**config.mk**
```make
export PLATFORM = sky130hd
export DESIGN_NAME = c17_bist_tpg
export DESIGN_NICKNAME = d
export VERILOG_FILES = /design/src/rtl/bist_pkg.sv /design/src/rtl/bist_lfsr.sv /design/src/rtl/c17_bist_tpg.sv
export SDC_FILE = /design/constraint.sdc
export NUM_CORES = 1
export LEC_CHECK = 0
export BUFFER_PORTS_ARGS = -buffer_cell sky130_fd_sc_hd__buf_4
export CAP_MARGIN = 20
export CORE_MARGIN = 8
export CORE_UTILIZATION = 57
export CTS_CLUSTER_SIZE = 16
export DETAILED_ROUTE_END_ITERATION = 16
export MAX_ROUTING_LAYER = met4
export PLACE_DENSITY = 0.87
export RECOVER_POWER = 25
export SETUP_SLACK_MARGIN = 0.02
export SLEW_MARGIN = 25
export SYNTH_ARGS = -nofsm -noshare
export SYNTH_HDL_FRONTEND = slang
export SYNTH_HIERARCHICAL = 1
export SYNTH_SLANG_ARGS = --single-unit
```
**constraint.sdc**
```tcl
create_clock -name clk -period 2.4 [get_ports clk]
set_input_delay 0.48 -clock clk [delete_from_list [all_inputs] [get_ports clk]]
set_output_delay 0.48 -clock clk [all_outputs]
set_load 0.01 [all_outputs]
```
**src/rtl/bist_pkg.sv**
```systemverilog
// Shared types and constants for the BIST pattern generator and the response MISR.
package bist_pkg;

    typedef enum logic [1:0] {
        IDLE = 2'd0,
        RUN  = 2'd1,
        DONE = 2'd2
    } state_t;

    localparam logic MODE_LFSR = 1'b0;
    localparam logic MODE_EXH  = 1'b1;

    localparam int             C17_WIDTH = 5;
    localparam logic [4:0]     C17_SEED  = 5'b00001;
    localparam logic [4:0]     C17_TAPS  = 5'b10100;

endpackage

```
**src/rtl/bist_lfsr.sv**
```systemverilog
// Fibonacci-style shift-left LFSR with load and step enables.
// Reset clears the state; a session always begins with a load of SEED.
module bist_lfsr #(
    parameter int               WIDTH = 5,
    parameter logic [WIDTH-1:0] SEED  = 5'b00001,
    parameter logic [WIDTH-1:0] TAPS  = 5'b10100
) (
    input  logic             clk,
    input  logic             rst,
    input  logic             load,
    input  logic             step,
    output logic [WIDTH-1:0] state
);

    logic [WIDTH-1:0] state_q;
    logic [WIDTH-1:0] state_d;

    always_comb begin
        state_d = state_q;
        if (load) begin
            state_d = SEED;
        end else if (step) begin
            state_d = {state_q[WIDTH-2:0], ^(state_q & TAPS)};
        end
    end

    always_ff @(posedge clk) begin
        if (rst) begin
            state_q <= '0;
        end else begin
            state_q <= state_d;
        end
    end

    assign state = state_q;

endmodule

```
**src/rtl/c17_bist_tpg.sv**
```systemverilog
// Test pattern generator for the c17 CUT: LFSR or exhaustive patterns offered
// over valid/ready, bounded by an IDLE/RUN/DONE session FSM.
module c17_bist_tpg
    import bist_pkg::*;
#(
    parameter int               WIDTH        = C17_WIDTH,
    parameter int               NUM_PATTERNS = 31,
    parameter logic [WIDTH-1:0] SEED         = C17_SEED,
    parameter logic [WIDTH-1:0] TAPS         = C17_TAPS
) (
    input  logic             clk,
    input  logic             rst,
    input  logic             start,
    input  logic             mode,
    input  logic             abort,
    output logic [WIDTH-1:0] pat,
    output logic             pat_valid,
    input  logic             pat_ready,
    output logic [WIDTH:0]   pat_count,
    output logic             busy,
    output logic             done
);

    localparam logic [WIDTH:0] LAST_LFSR = (WIDTH+1)'(NUM_PATTERNS - 1);
    localparam logic [WIDTH:0] LAST_EXH  = {1'b0, {WIDTH{1'b1}}};

    state_t           state_q, state_d;
    logic             mode_q, mode_d;
    logic [WIDTH-1:0] exh_q, exh_d;
    logic [WIDTH:0]   count_q, count_d;
    logic [WIDTH:0]   last_count;
    logic             lfsr_load;
    logic             lfsr_step;
    logic [WIDTH-1:0] lfsr_state;

    bist_lfsr #(
        .WIDTH (WIDTH),
        .SEED  (SEED),
        .TAPS  (TAPS)
    ) u_lfsr (
        .clk   (clk),
        .rst   (rst),
        .load  (lfsr_load),
        .step  (lfsr_step),
        .state (lfsr_state)
    );

    assign last_count = (mode_q == MODE_EXH) ? LAST_EXH : LAST_LFSR;

    // Abort wins over both start and an in-flight handshake.
    always_comb begin
        state_d   = state_q;
        mode_d    = mode_q;
        exh_d     = exh_q;
        count_d   = count_q;
        lfsr_load = 1'b0;
        lfsr_step = 1'b0;
        if (abort) begin
            state_d = IDLE;
        end else begin
            case (state_q)
                IDLE, DONE: begin
                    if (start) begin
                        state_d   = RUN;
                        mode_d    = mode;
                        count_d   = '0;
                        exh_d     = '0;
                        lfsr_load = 1'b1;
                    end
                end
                RUN: begin
                    if (pat_ready) begin
                        count_d = count_q + (WIDTH+1)'(1);
                        if (mode_q == MODE_EXH) begin
                            exh_d = exh_q + WIDTH'(1);
                        end else begin
                            lfsr_step = 1'b1;
                        end
                        if (count_q == last_count) begin
                            state_d = DONE;
                        end
                    end
                end
                default: state_d = IDLE;
            endcase
        end
    end

    always_ff @(posedge clk) begin
        if (rst) begin
            state_q <= IDLE;
            mode_q  <= MODE_LFSR;
            exh_q   <= '0;
            count_q <= '0;
        end else begin
            state_q <= state_d;
            mode_q  <= mode_d;
            exh_q   <= exh_d;
            count_q <= count_d;
        end
    end

    assign pat       = (mode_q == MODE_EXH) ? exh_q : lfsr_state;
    assign busy      = (state_q == RUN);
    assign done      = (state_q == DONE);
    assign pat_valid = busy;
    assign pat_count = count_q;

endmodule

```
==> run metrics <==
critical path startpoint category flop; layout cells sized above 1 0.192; Die Wd 59.3 um; DRT Pass-1 Iters 4; worst hold endpoint state_q[0]; Reg clk slew, reported paths 0.10 ns; worst-margin pin slew around 0.53 ns; Die Ht roughly 59 um; n_diodes 0; GRT Total Usage 0.141; Hold Fails Final Rpt 0; Sequential Area 380 um2; TNS Setup 0 ns; share of the synthesized area in the top cell type 0.356; register area share after synthesis 0.356; r2r startpoint state_q[0]; leakage 0.000436 uW; Antenna Nets Post-Route 0; Worst EP required 1.92 ns; H-Tree Depth 1; Mapped Area between 0.001 and 0.0015 mm2; Setup-failing EPs final 0; R2R cell count 4; WHS 0.394 ns; io pins 20; Placer Congestion 0.825; total number of vias 914; distinct cell type count after synthesis 35; die area 0.00351 mm2; CTS Buffer Depth 2; max-slew violations 0; # placed instances 151; multi-input logic area 602 um2; Hold Crit Class input port to flop; dpl hpwl 1740 um; Clock Tree Root clkbuf_4; Worst Hold Depth 2; Placed Instance Area 0.00118 mm2; critical path endpoint category output port; Starting Density 0.611; Max Clk Rate 0.524 GHz; first-pass GRT wire length 3790 um; number of CTS-inserted buffers 3; Power per Cell Area 465 mW/mm2; number of synthesized flops with an enable pin 0; vias in the first global route 843; routed wire length between 2000 and 2500 um; Sink Count 19; Finished Cell Area about 0.0012 mm2; Final #Nets 139; Final period util 0.795; 1st-iter DRT viols 21; Hold-fix buffers, CTS 0; Arr. time, crit path between 1 and 1.5 ns; Mapped Nets 122; crit path max fanout 10; # resized after CTS 0; Non-Filler Instances around 160; prevailing post-synth register cell dfxtp_1; max-cap violation count 0; Yosys reg bits 19; RSZ-0062 raised after global routing no; asr flop ratio synth 0; # Post-CTS Setup Buffers 0; Layout Skew between 0.0015 and 0.002 ns; Hold Startpoint abort; Power Total 547 uW; Vias/cell 5.90; Max-slew headroom 0.648; most common cell after layout, fill and taps aside dfxtp_1; Synth area leaders dfxtp_1 (36%), mux2i_1 (10%), mux2_2 (5.3%); worst reg-to-reg setup slack slightly below 0.7 ns; Tmin final 1.91 ns; highest-count cells in the layout ignoring fill and taps dfxtp_1 (19), buf_4 (13), nand3_1 (11), mux2i_1 (11), nand2_1 (9); post-synth top area cell dfxtp_1; Layout fillers 150; DRC 0; initial antenna violation count 0; worst vdd ir about 0.00036 V; maximum number of pins on one net before global-route repair 19; Setup Crit Path Kind flop to output port; CTS tree yes; DR WL/cell roughly 15 um; YS warnings 6; FF-to-FF End u_lfsr/state[0]; Avg Cell Area, Syn 9.36 um2; Skew-Pair Late Insertion Delay 0.29 ns; core footprint 0.00175 mm2; standard-cell rows 15; Syn Inst Count 114; port buffer count 19; Layout area overhead 10.3%; status complete, no violations; total global routing overflow 0
==> where the power goes <==
group	leakage, uW	switching (uW)	internal (uW)	total (uW)
Sequential	0.000154	7.19	320	327
Clock	0.0000150	95.9	64.7	161
Combinational	0.000268	33.8	26.0	59.7
Total	0.000436	137	410	547
==> state kept, by name, summed over array words and instances (netlist names) <==
name / count
state_q: 2
pat_count: 6
exh_q: 5
u_lfsr/state: 5
mode_q: 1
==> kinds of logic after synthesis <==
group	count (synthesis)	synth area share
compound gates	19	0.123
fa+ha+maj	2	0.0234
xor+xnor	2	0.0235
simple gates	45	0.245
buf+inv	11	0.0727
flops	19	0.356
mux	16	0.156
==> critical path, stage by stage, from the launching register on <==
cell     delay, ns
dfxtp_1       0.60
mux2_2        0.39
buf_4         0.15
==> synthesized netlist by cell type (2+ instances only) <==
master	n
a211oi_1	5
a21oi_1	6
and2b_1	2
buf_4	2
buf_6	2
clkbuf_1	2
dfxtp_1	19
ha_1	2
inv_1	2
mux2_2	5
mux2i_1	11
nand2_1	9
nand2b_1	3
nand3_1	11
nand4b_1	2
nor3_1	5
o21ai_0	2
or3_1	7
==> area by class of cell <==
| cell class | instances | area share |
|---|---|---|
| Sequential cell | 19 | 0.323 |
| Timing Repair Buffer | 19 | 0.102 |
| Clock buffer | 4 | 0.0223 |
| Tap cell | 25 | 0.0266 |
| Multi-Input combinational cell | 84 | 0.511 |
| Inverter | 4 | 0.0149 |
==> worst max-delay path by stage <==
| stage | to | depth (start not counted) | from | slack (ns) |
|---|---|---|---|---|
| after detailed placement | u_lfsr/state[0] | 5 | abort | 0.48 |
| after global placement | pat_count[5] | 4 | abort | 0.56 |
| after global routing | pat[4] | 2 | mode_q | 0.42 |
| after floorplan | pat_count[5] | 4 | abort | 0.91 |
| after CTS | pat[2] | 2 | mode_q | 0.46 |
| final | pat[2] | 2 | mode_q | 0.49 |
==> through the flow <==
stage	worst slack [ns]	utilization
finish	0.493	0.675
global placement	0.559	0.677
CTS	0.459	0.692
global route	0.422	0.675
detailed placement	0.481	0.677
floorplan	0.905	-
==> metal layers <==
layer / vias to the layer above / wire length (um) / track usage
li1: 453 / - / -
met1: 434 / 945 / 0.160
met2: 22 / 1180 / 0.231
met3: 5 / 148 / 0.0499
met4: 0 / 19 / 0.0341
met5: - / 0 / -
Note: power is estimated with default switching activity, not from simulation.
